$ cat src/rtl/alu_muldiv_seq_if.sv
// alu_muldiv_seq_if: start/busy/done handshake and operand/result bus of the multi-cycle ALU
interface alu_muldiv_seq_if #(parameter int WIDTH = 32);
  logic start;
  logic [2:0] sel;
  logic [WIDTH-1:0] a;
  logic [WIDTH-1:0] b;
  logic busy;
  logic done;
  logic [WIDTH-1:0] result;
  logic [WIDTH-1:0] hi;
  logic [WIDTH-1:0] lo;
  logic ov;
  logic div0;
  modport master (output start, sel, a, b, input busy, done, result, hi, lo, ov, div0);
  modport slave (input start, sel, a, b, output busy, done, result, hi, lo, ov, div0);
endinterface

$ cat src/rtl/alu_muldiv_seq.sv
// alu_muldiv_seq: registered ALU with iterative shift-add MULT/MULTU and restoring DIVU into HI/LO
module alu_muldiv_seq #(
  parameter int WIDTH = 32,
  localparam int CNTW = $clog2(WIDTH) + 1
) (
  input logic clk,
  input logic rst_n,
  alu_muldiv_seq_if.slave bus
);
  typedef enum logic [1:0] {IDLE, EXEC, DONE} state_t;
  localparam int M = WIDTH - 1;
  state_t st;
  logic [2:0] op;
  logic [CNTW-1:0] cnt;
  logic [WIDTH-1:0] ph, pl, rb, addsub, alu, ma, mb, nh, nl, sr;
  logic [WIDTH:0] sum, sh;
  logic [2*WIDTH-1:0] prod, fin;
  logic neg, ge, ovf, mul, sgn;
  always_comb begin
    addsub = bus.sel[0] ? bus.a - bus.b : bus.a + bus.b;
    ovf = ~bus.sel[2] & ~bus.sel[1] & (bus.a[M] ^ bus.b[M] ^ ~bus.sel[0]) & (bus.a[M] ^ addsub[M]);
    alu = bus.sel == 3'b010 ? bus.a & bus.b :
          bus.sel == 3'b011 ? bus.a | bus.b :
          bus.sel == 3'b100 ? {{(WIDTH-1){1'b0}}, $signed(bus.a) < $signed(bus.b)} : addsub;
    mul = bus.sel[2] & |bus.sel[1:0];
    sgn = bus.sel == 3'b101;
    ma = sgn & bus.a[M] ? -bus.a : bus.a;
    mb = sgn & bus.b[M] ? -bus.b : bus.b;
    // multiply: add multiplicand into the upper half, shift the 2W accumulator right
    sum = {1'b0, ph} + {1'b0, rb};
    // divide: remainder lives in ph, dividend shifts out of pl while quotient bits shift in
    sh = {ph, pl[M]};
    ge = sh >= {1'b0, rb};
    sr = sh[M:0] - rb;
    nh = op == 3'b111 ? (ge ? sr : sh[M:0]) : (pl[0] ? sum[WIDTH:1] : {1'b0, ph[M:1]});
    nl = op == 3'b111 ? {pl[M-1:0], ge} : {pl[0] ? sum[0] : ph[0], pl[M:1]};
    prod = {nh, nl};
    fin = neg ? -prod : prod;
  end
  always_ff @(posedge clk) begin
    if (!rst_n) begin
      st <= IDLE;
      op <= '0;
      cnt <= '0;
      ph <= '0;
      pl <= '0;
      rb <= '0;
      neg <= 1'b0;
      bus.busy <= 1'b0;
      bus.done <= 1'b0;
      bus.result <= '0;
      bus.hi <= '0;
      bus.lo <= '0;
      bus.ov <= 1'b0;
      bus.div0 <= 1'b0;
    end else begin
      case (st)
        IDLE: if (bus.start) begin
          op <= bus.sel;
          cnt <= '0;
          ph <= '0;
          pl <= bus.sel == 3'b111 ? bus.a : ma;
          rb <= bus.sel == 3'b111 ? bus.b : mb;
          neg <= sgn & (bus.a[M] ^ bus.b[M]);
          bus.ov <= ovf;
          bus.div0 <= 1'b0;
          bus.busy <= mul;
          bus.done <= ~mul;
          if (!mul) bus.result <= alu;
          st <= mul ? EXEC : DONE;
        end
        EXEC: begin
          ph <= nh;
          pl <= nl;
          cnt <= cnt + 1'b1;
          if (cnt == CNTW'(WIDTH - 1)) begin
            bus.busy <= 1'b0;
            bus.done <= 1'b1;
            bus.hi <= fin[2*WIDTH-1:WIDTH];
            bus.lo <= fin[M:0];
            bus.result <= fin[M:0];
            bus.div0 <= op == 3'b111 && rb == '0;
            st <= DONE;
          end
        end
        DONE: begin
          bus.done <= 1'b0;
          st <= IDLE;
        end
        default: st <= IDLE;
      endcase
    end
  end
endmodule

$ cat src/flat_wrapper.sv
// flat-port wrapper written by rule: the top's interface ports become plain ports
module alu_muldiv_seq_flat 
#(
  parameter int WIDTH = 32,
  localparam int CNTW = $clog2(WIDTH) + 1
)
  (clk, rst_n, bus_start, bus_sel, bus_a, bus_b, bus_busy, bus_done, bus_result, bus_hi, bus_lo, bus_ov, bus_div0);
  alu_muldiv_seq_if #(.WIDTH(WIDTH)) bus_i ();
  input logic clk;
  input logic rst_n;
  input wire logic [$bits(bus_i.start)-1:0] bus_start;
  input wire logic [$bits(bus_i.sel)-1:0] bus_sel;
  input wire logic [$bits(bus_i.a)-1:0] bus_a;
  input wire logic [$bits(bus_i.b)-1:0] bus_b;
  output wire logic [$bits(bus_i.busy)-1:0] bus_busy;
  output wire logic [$bits(bus_i.done)-1:0] bus_done;
  output wire logic [$bits(bus_i.result)-1:0] bus_result;
  output wire logic [$bits(bus_i.hi)-1:0] bus_hi;
  output wire logic [$bits(bus_i.lo)-1:0] bus_lo;
  output wire logic [$bits(bus_i.ov)-1:0] bus_ov;
  output wire logic [$bits(bus_i.div0)-1:0] bus_div0;
  assign bus_i.start = bus_start;
  assign bus_i.sel = bus_sel;
  assign bus_i.a = bus_a;
  assign bus_i.b = bus_b;
  assign bus_busy = bus_i.busy;
  assign bus_done = bus_i.done;
  assign bus_result = bus_i.result;
  assign bus_hi = bus_i.hi;
  assign bus_lo = bus_i.lo;
  assign bus_ov = bus_i.ov;
  assign bus_div0 = bus_i.div0;
  alu_muldiv_seq #(.WIDTH(WIDTH)) u_core (.clk(clk), .rst_n(rst_n), .bus(bus_i));
endmodule
$ cat config.mk
export PLATFORM = sky130hd
export DESIGN_NAME = alu_muldiv_seq_flat
export DESIGN_NICKNAME = d
export VERILOG_FILES = /design/src/rtl/alu_muldiv_seq_if.sv /design/src/rtl/alu_muldiv_seq.sv /design/src/flat_wrapper.sv
export SDC_FILE = /design/constraint.sdc
export NUM_CORES = 1
export LEC_CHECK = 0
export BUFFER_PORTS_ARGS = -buffer_cell sky130_fd_sc_hd__buf_2
export CORE_MARGIN = 5
export CORE_UTILIZATION = 55
export DETAILED_ROUTE_END_ITERATION = 10
export PLACE_DENSITY = 0.76
export SYNTH_ARGS = -nofsm -noshare
export SYNTH_HDL_FRONTEND = slang
export SYNTH_SLANG_ARGS = --single-unit
$ cat constraint.sdc
create_clock -name clk -period 17 [get_ports clk]
set_clock_uncertainty 0.05 [all_clocks]
set_input_delay 3.4 -clock clk [delete_from_list [all_inputs] [get_ports clk]]
set_output_delay 3.4 -clock clk [all_outputs]
set_load 0.05 [all_outputs]
# Word-level counts from Yosys, hierarchy flattened
# Cells that the tools add are included.
dict set report op_classes {
  add_sub_neg 8
  n_lt_le_gt_ge 2
  n_eq_ne 12
  muxes 37
  bitwise 16
  reduce_logical 13
}
# operator count
set ops {}
lappend ops {{two-way mux 32 bit} 17}
lappend ops {{one-hot mux 32 bit (2 select lines)} 3}
lappend ops {{two-way mux 64 bit} 1}
lappend ops {{negation 32 bit} 2}
lappend ops {{negation 64 bit} 1}
lappend ops {{subtractor 32 bit} 2}
lappend ops {{adder 32 x 32 -> 33 bit} 1}
lappend ops {{>= comparator 33 x 32 -> 1 bit} 1}
lappend ops {{adder 32 bit} 1}
lappend ops {{AND 32 bit} 1}
lappend ops {{zero test 32 bit} 1}
lappend ops {{< comparator 32 bit} 1}
lappend ops {{bitwise OR 32 bit} 1}
lappend ops {{equality test 3 bit, second input constant} 4}
lappend ops {{one-hot mux 6 bit (2 select lines)} 1}
lappend ops {{AND reduction 2 bit} 4}
lappend ops {{AND 1 bit} 7}
lappend ops {{two-way mux 1 bit} 7}
lappend ops {{adder 6 x 1 -> 6 bit, second input constant} 1}
lappend ops {{equality test 3 x 2 -> 1 bit, second input constant} 2}
lappend ops {{equality test 6 x 5 -> 1 bit, second input constant} 1}
lappend ops {{two-way mux 2 bit} 3}
lappend ops {{two-way mux 6 bit} 1}
lappend ops {{AND reduction 3 bit} 2}
lappend ops {{15 further kinds} 22}
dict set report word_totals {
  ff_bits 208
  in_bits 70
  elab_cells 102
}

# Longest topological paths before layout
# Gate-level depths: netlist of run 1.
dict set report logic_depth {
  word_depth 8
  ltp_mapped 24
}

# Least setup slack after synthesis of run 1
# OpenSTA, ideal clock, no wires.
dict set report synth_timing {
  path_kind {input to register}
  start {input bus_b[11]}
  end {register u_core.bus.result[31]}
  setup_ns 0.060
  t_arrival_ns 6.682
  required_ns 16.890
  setup_slack_ns 10.208
  cell_stages 14
  cell_sequence {inv_1 -> ha_1 -> clkbuf_1 -> nand3_1 -> or4_1 -> o21ai_1 -> a21bo_2 -> a21oi_1 -> o41a_1 -> o41ai_1 -> o211ai_1 -> xor2_1 -> a221oi_1 -> a22o_1}
}
dict set report synth_between {
  elab_chain_cells 8
  elab_cells_between_ends 9
}
# element line_no
set synth_lines {}
lappend synth_lines {{start: declaration} flat_wrapper.sv:14} ;# input wire logic [$bits(bus_i.b)-1:0] bus_b;
lappend synth_lines {{adder 32 bit / subtractor 32 bit (equally long branches)} alu_muldiv_seq.sv:20} ;# addsub = bus.sel[0] ? bus.a - bus.b : bus.a + bus.b;
lappend synth_lines {{two-way mux 32 bit (*)} alu_muldiv_seq.sv:20}
lappend synth_lines {{two-way mux 32 bit (*)} alu_muldiv_seq.sv:24} ;# bus.sel == 3'b100 ? {{(WIDTH-1){1'b0}}, $signed(bus.a) < $signed(bus.b)} : addsub;
lappend synth_lines {{two-way mux 32 bit (*)} alu_muldiv_seq.sv:23} ;# bus.sel == 3'b011 ? bus.a | bus.b :
lappend synth_lines {{two-way mux 32 bit (*)} alu_muldiv_seq.sv:22} ;# alu = bus.sel == 3'b010 ? bus.a & bus.b :
lappend synth_lines {{two-way mux 32 bit (*)} alu_muldiv_seq.sv:69} ;# if (!mul) bus.result <= alu;
lappend synth_lines {{two-way mux 32 bit (*)} alu_muldiv_seq.sv:58} ;# IDLE: if (bus.start) begin
lappend synth_lines {{one-hot mux 32 bit (2 select lines) (*)} alu_muldiv_seq.sv:57} ;# case (st)
lappend synth_lines {{end signal: assignment} alu_muldiv_seq.sv:69}
lappend synth_lines {{end signal: assignment} alu_muldiv_seq.sv:81} ;# bus.result <= fin[M:0];
lappend synth_lines {{end: declaration} alu_muldiv_seq_if.sv:15} ;# modport slave (input start, sel, a, b, output busy, done, result, hi, lo, ov, div0);
# Every way passes the cells marked *; elsewhere a longest branch is shown, timed or not. The select of a mux whose other input is x is not followed.
# A chain may end at the register's enable or synchronous reset.

# Worst setup path in the final report of run 1
dict set report layout_timing {
  start {register u_core.rb[24]}
  end {register u_core.bus.hi[28]}
}
dict set report layout_between {
  elab_chain_cells 5
  elab_cells_between_ends 9
}
# element line_no
set layout_lines {}
lappend layout_lines {{start: declaration} alu_muldiv_seq.sv:15} ;# logic [WIDTH-1:0] ph, pl, rb, addsub, alu, ma, mb, nh, nl, sr;
lappend layout_lines {{start signal: assignment} alu_muldiv_seq.sv:63} ;# rb <= bus.sel == 3'b111 ? bus.b : mb;
lappend layout_lines {{adder 32 x 32 -> 33 bit (tied with other cells)} alu_muldiv_seq.sv:30} ;# sum = {1'b0, ph} + {1'b0, rb};
lappend layout_lines {{two-way mux 32 bit (2 in series)} alu_muldiv_seq.sv:35} ;# nh = op == 3'b111 ? (ge ? sr : sh[M:0]) : (pl[0] ? sum[WIDTH:1] : {1'b0, ph[M:1]});
lappend layout_lines {{negation 64 bit} alu_muldiv_seq.sv:38} ;# fin = neg ? -prod : prod;
lappend layout_lines {{two-way mux 64 bit (*)} alu_muldiv_seq.sv:38}
lappend layout_lines {{end signal: assignment} alu_muldiv_seq.sv:79} ;# bus.hi <= fin[2*WIDTH-1:WIDTH];
lappend layout_lines {{end: declaration} alu_muldiv_seq_if.sv:15}
# Every way passes the cells marked *; elsewhere a longest branch is shown, timed or not.

==> qor.csv, run 1 <==
stage,metric,value,unit
outcome,status,finished clean,
timing,min_period_over_period,41.7,%
clock_tree,cts_tree,done,
grt,grt-ovfl-total,0,
timing,timing.setup.tns,0,ns
synth,synth_area_leader_cell,dfxtp_1,
die,ios,170,
worst_setup_path,cp.depth,22,
synth,synth_area_per_cell,7.07,sq um
worst_setup_path,r2r_cells,22,
clock_tree,cts_sinks,208,
routing,num_vias,23442,
layout,drive_gt1_share,9.95,%
die,dieArea,0.0416,sq mm
worst_setup_path,arrival,7.48,ns
worst_setup_path,required,17.38,ns
die,die_w,204,um
synth,yosys_warnings,0,
synth,synth_edf_count,0,
die,die_h,204,um
synth,syn_area,0.0207,sq mm
synth,synthTopCellsByArea,"dfxtp_1, ha_1, nor2_1",
worst_setup_path,crit_chain,inv_1 > ha_1 > and3_4 > and2_1 > a211o_1 > a221o_1 > a211oi_4 > buf_4 > nand2_1 > buf_4 > nand2_1 > nand2_1 > inv_1 > ha_1 > nand2_1 > or3_1 > or2_2 > or3b_2 > or4_1 > or2_2 > o41ai_1 > nor3_1,
synth,ys_types,87,
die,core-area,0.0374,sq mm
synth,synth_common_cells,"nor2_1, a21oi_1, nand2_1, dfxtp_1, o21ai_0",
routing,vias_per_cell,6.70,
clock_tree,clock_path_buffers,3,
timing,setup_viol,0,
clock_tree,post_cts_buffers,0,
power,p_leak,9.50,nW
routing,routed_wl,86300,um
worst_setup_path,path_class,register to register,
synth,synth_top_area_share,20.1,%
min_path,hold_class,register to register,
die,start_util,55.3,%
worst_setup_path,worstPathMaxFanout,20,
clock_tree,cts_buffers,24,
routing,drcViolationCount,0,
placement,portBuffers,169,
worst_setup_path,crit_start,u_core.rb[24],
routing,wire_per_inst,24.7,um
timing,rsz0062_at_grt,false,
clock_tree,cts_max_level,1,
clock_tree,cts_resized,0,
routing,drtPass1Iterations,7,
worst_setup_path,cpPeakStageDelay,0.61,ns
synth,synthCells,2923,
timing,fmax,0.141,GHz
clock_tree,root_buffer,clkbuf_16,
grt,grt_pass1_vias,21512,
worst_setup_path,crit-reg2reg-capture,u_core.bus.hi[28],
grt,grt_max_degree,92,
clock_tree,insertion_delay,0.56,ns
worst_setup_path,r2r_start,u_core.rb[24],
timing,hold_viol,0,
synth,syn-num-nets,3164,
synth,ys.flop_type,dfxtp_1,
worst_setup_path,critical-path-top-delay-family,simple AND/OR/NAND/NOR gates,
clock_tree,clkTransAtPathRegs,0.06,ns
synth,ys_async_sr_fraction,0,%
timing,period_needed,7.09,ns
worst_setup_path,path_buf_inv,4,
grt,grt_antenna_before_repair,1,
worst_setup_path,endpoint_kind,register,
synth,synth_seq_area_share,20.1,%
routing,drtIter0Drc,3314,
worst_setup_path,start_kind,register,
power,power_density,78.5,mW/mm^2
synth,synth-seq-cells,208,
layout,fin_nets,3208,
worst_setup_path,crit_top_cell,nand2_1,
grt,track_usage,39.3,%
power,finalPower,1.77,mW
layout,area_growth,9.39,%
worst_setup_path,worst_path_max_delay_cell,or3b_2,
timing,slew_viol_final,0,
flow_run,cap_violations,0,
clock_tree,cts_hold_buffers,0,
timing,tightest_slew,1.21,ns
worst_setup_path,r2r_slack,9.91,ns
worst_setup_path,critPathCapture,u_core.bus.hi[28],
placement,dp_hpwl,67300,um
routing,detail-route-antenna-nets,0,
timing,relSlewSlack,18.4,%
die,rows,71,
grt,grt_pass1_wl,130000,um
power,ir_drop,0.0000695,V
placement,gp_congestion,1.04,
min_path,hold_path_depth,2,
synth,synth.most_common_cell,nor2_1,
[worst min-delay path by stage]
stage                      start                 to
2_1_floorplan       u_core.op[0]       u_core.op[0]
3_3_place_gp    u_core.bus.hi[2]   u_core.bus.hi[2]
3_5_place_dp    u_core.bus.hi[2]   u_core.bus.hi[2]
4_1_cts         u_core.bus.hi[2]   u_core.bus.hi[2]
5_1_grt        u_core.bus.lo[19]  u_core.bus.lo[19]
6_report        u_core.bus.hi[2]   u_core.bus.hi[2]
[state kept, by name, indices dropped and copies added (netlist names), 2 cells and up]
signal,flops
u_core.bus.result,32
u_core.cnt,6
u_core.bus.lo,32
u_core.ph,32
u_core.op,3
u_core.rb,32
u_core.bus.hi,32
u_core.st,2
u_core.pl,32
[power breakdown]
group          internal, mW  switching [mW]
Clock                 0.337           0.226
Combinational         0.202           0.456
Sequential            0.517          0.0361
Total                  1.06           0.718
[routing by layer]
| layer | global-route usage (%) | routed length (um) | part of all wire [%] |
|---|---|---|---|
| met1 | 51.7 | 34200 | 40 |
| met4 | 21.7 | 5800 | 6.7 |
| met3 | 5.36 | 8100 | 9.4 |
| met5 | 0 | 13 | 0.015 |
| met2 | 62.4 | 38200 | 44 |
[cell type report]
class | instances | area [sq um]
repair buffers | 203 | 1100
multi-input cells | 2368 | 15200
diodes | 1 | 2.50
flip-flops and latches | 208 | 4170
inverters | 162 | 611
well taps | 511 | 639
clock inverters | 10 | 146
fillers | 3486 | 14800
clock buffers | 34 | 708
[worst register-to-register path, cell delays in order, from the launching register on]
cell      delay [ns]
dfxtp_1         0.41
inv_1           0.08
ha_1            0.42
and3_4          0.27
and2_1          0.19
a211o_1         0.31
a221o_1         0.43
a211oi_4        0.25
buf_4           0.32
nand2_1         0.09
buf_4           0.24
nand2_1         0.25
nand2_1         0.20
inv_1           0.23
ha_1            0.23
nand2_1         0.16
or3_1           0.48
or2_2           0.37
or3b_2          0.61
or4_1           0.61
or2_2           0.36
o41ai_1         0.34
nor3_1          0.09
[per-stage QoR]
stage	utilization (%)	hold slack (ns)	cells	area [sq um]	worst slack [ns]
final	60.5	0.405	3497	22600	9.91
after global routing	60.5	0.426	3496	22600	9.75
after CTS	60.5	0.402	3496	22600	10.03
after detailed placement	58.2	0.395	3452	21800	9.63
after global placement	58.2	0.392	3452	21800	9.78
after floorplan	-	0.395	2923	20700	10.21
[cells in the final DEF, fill, tap and decap left out, types with 25 or more instances in the layout]
cell / Yosys / final
nor2b_1: 26 / 25
inv_1: 161 / 160
buf_2: 7 / 169
nor3_1: 66 / 64
xor2_1: 62 / 62
a31oi_1: 44 / 44
nor4_1: 31 / 31
a221oi_1: 33 / 33
nand3_1: 62 / 61
buf_4: 0 / 34
mux2i_1: 37 / 37
a22oi_1: 35 / 35
a211oi_1: 89 / 89
nor2_1: 367 / 365
o21ai_0: 195 / 195
o211ai_1: 38 / 38
a21o_1: 28 / 28
nand2_1: 273 / 273
nand2b_1: 33 / 33
dfxtp_1: 208 / 206
o31ai_1: 43 / 43
xnor2_1: 126 / 126
a21oi_1: 273 / 272
nand4_1: 27 / 27
ha_1: 167 / 166
[cell families after synthesis]
kind of cell | share of synthesized area (%)
compound gates | 30.7
xor+xnor | 7.97
fa+ha+maj | 10.5
buf+inv | 6.42
flops | 20.1
mux | 2.17
simple gates | 22.1
No activity file was read; power rests on OpenSTA's default activity.
==> inputs of run 2 (changes only) <==
--- a/config.mk
+++ b/config.mk
@@ -9,7 +9,7 @@
 export CORE_MARGIN = 5
 export CORE_UTILIZATION = 55
 export DETAILED_ROUTE_END_ITERATION = 10
-export PLACE_DENSITY = 0.76
+export PLACE_DENSITY = 0.79
 export SYNTH_ARGS = -nofsm -noshare
 export SYNTH_HDL_FRONTEND = slang
 export SYNTH_SLANG_ARGS = --single-unit
==> constraint.sdc (replaced) <==
create_clock -name clk -period 6.1 [get_ports clk]
set_clock_uncertainty 0.05 [all_clocks]
set_input_delay 1.22 -clock clk [delete_from_list [all_inputs] [get_ports clk]]
set_output_delay 1.22 -clock clk [all_outputs]
set_load 0.05 [all_outputs]
==> qor.csv, run 2 (synthesis results as in run 1) <==
stage,metric,value,unit
worst_setup_path,path_class,register to register,
die,dieArea,0.0416,sq mm
timing,fmax,0.170,GHz
routing,drtPass1Iterations,7,
grt,grt_pass1_vias,21920,
clock_tree,cts_sinks,208,
timing,period_needed,5.89,ns
worst_setup_path,worst_path_max_delay_cell,or3b_2,
die,core-area,0.0374,sq mm
worst_setup_path,cp.depth,20,
worst_setup_path,crit-reg2reg-capture,u_core.bus.hi[28],
die,die_h,204,um
worst_setup_path,required,6.48,ns
clock_tree,clkTransAtPathRegs,0.06,ns
worst_setup_path,r2r_start,u_core.rb[23],
routing,drcViolationCount,0,
grt,track_usage,40.1,%
worst_setup_path,crit_chain,inv_1 > ha_1 > and3_4 > and2_1 > a211o_1 > a221o_1 > a211oi_4 > nand2_1 > nand2_1 > nand2_1 > inv_1 > ha_1 > nand2_1 > or3_1 > or2_2 > or3b_2 > or4_1 > or2_2 > o41ai_1 > nor3_1,
worst_setup_path,r2r_slack,0.21,ns
routing,routed_wl,87800,um
worst_setup_path,r2r_cells,20,
grt,grt_max_degree,88,
clock_tree,cts_buffers,24,
outcome,status,finished clean,
clock_tree,root_buffer,clkbuf_16,
timing,min_period_over_period,96.5,%
power,finalPower,4.81,mW
min_path,hold_class,register to register,
worst_setup_path,crit_start,u_core.rb[23],
layout,fillers,3508,
clock_tree,clock_path_buffers,3,
flow_run,cap_violations,0,
layout,final_common_cell,nor2_1,
worst_setup_path,crit_top_cell,nand2_1,
timing,relSlewSlack,12.3,%
timing,setup_viol,0,
timing,worst_slack,0.212,ns
worst_setup_path,endpoint_kind,register,
power,p_leak,9.59,nW
grt,grt-ovfl-total,0,
grt,grt_pass1_wl,132000,um
timing,rsz0062_at_grt,false,
die,die_w,204,um
routing,vias_per_cell,6.70,
worst_setup_path,cpPeakStageDelay,0.59,ns
timing,slew_viol_final,0,
routing,wire_per_inst,24.9,um
die,start_util,55.3,%
clock_tree,cts_hold_buffers,0,
die,ios,170,
worst_setup_path,critical-path-top-delay-family,simple AND/OR/NAND/NOR gates,
placement,gp_congestion,1.06,
clock_tree,cts_max_level,1,
layout,area_growth,9.93,%
worst_setup_path,path_buf_inv,2,
clock_tree,cts_tree,done,
clock_tree,insertion_delay,0.55,ns
placement,post-place-ws,0.330,ns
placement,portBuffers,169,
worst_setup_path,start_kind,register,
power,power_density,212,mW/mm^2
layout,fin_nets,3238,
die,rows,71,
routing,drtIter0Drc,2915,
timing,tightest_slew,1.31,ns
worst_setup_path,critPathCapture,u_core.bus.hi[28],
grt,grt_antenna_before_repair,4,
placement,dp_hpwl,69000,um
layout,final_cell_mix,"nor2_1, nand2_1, a21oi_1",
routing,detail-route-antenna-nets,0,
timing,hold_viol,0,
routing,num_vias,23595,
worst_setup_path,arrival,6.27,ns
layout,drive_gt1_share,10.7,%
worst_setup_path,worstPathMaxFanout,9,
timing,timing.setup.tns,0,ns
power,ir_drop,0.000186,V
## run 2: cell count changes in the layout (fill, tap and decap cells not counted), sizes merged
cell | before | now
clkinv | 6 | 4
inv | 162 | 166
clkbuf | 34 | 30
bufinv | 3 | 0
buf | 203 | 233
## run 2: layout make-up
type                    count  area, sq um  share of cell area [%]
diodes                      1         2.50                  0.0110
clock buffers              30          663                    2.92
clock inverters             9         81.3                   0.358
inverters                 162          611                    2.69
multi-input cells        2368        15200                    67.0
flip-flops and latches    208         4170                    18.3
well taps                 511          639                    2.81
repair buffers            233         1330                    5.84
## run 2: metal layers
layer  GRT usage, %  wire length [um]  vias to the layer above
met5              0                19                        -
met4           23.0              6250                        4
met1           50.7             33700                    11163
met3           6.01              8390                      273
met2           65.4             39500                     1404
li1               -                 -                    10751
## run 2: worst reg2reg max path, stage by stage (launching register included)
cell and delay, ns:
dfxtp_1 0.38, inv_1 0.06, ha_1 0.40, and3_4 0.25
and2_1 0.18, a211o_1 0.29, a221o_1 0.42, a211oi_4 0.28
nand2_1 0.15, nand2_1 0.12, nand2_1 0.07, inv_1 0.10
ha_1 0.20, nand2_1 0.07, or3_1 0.44, or2_2 0.35
or3b_2 0.59, or4_1 0.58, or2_2 0.36, o41ai_1 0.33
nor3_1 0.09
## run 2: worst min path at each step
stage	from	endpoint	slack, ns	depth (start not counted)
after global routing	u_core.bus.lo[9]	u_core.bus.lo[9]	0.42	2
after CTS	u_core.bus.hi[0]	u_core.bus.hi[0]	0.41	2
after detailed placement	u_core.bus.hi[0]	u_core.bus.hi[0]	0.40	2
after global placement	u_core.bus.hi[2]	u_core.bus.hi[2]	0.39	2
after floorplan	u_core.op[0]	u_core.op[0]	0.40	2
final	u_core.bus.hi[0]	u_core.bus.hi[0]	0.41	2
## run 2: what timing repair did
action,CTS,global route
resized for setup,0,1
buffers inserted,0,0
setup endpoints to repair,0,2
## run 2: power breakdown
group          internal, mW  leakage [nW]  total [mW]  switching, mW
sequential             1.44          1.70        1.54         0.0966
clock                 0.777         0.365        1.42          0.640
combinational         0.578          7.53        1.85           1.28
total                  2.80          9.59        4.81           2.01
## run 2: stage by stage
step	hold slack, ns	utilization (%)	instances	instance area (sq um)
after floorplan	0.395	-	2923	20700
after global placement	0.387	58.7	3482	22000
after detailed placement	0.398	58.7	3482	22000
after CTS	0.405	60.7	3521	22700
after global routing	0.423	60.8	3521	22700
final	0.405	60.8	3522	22700
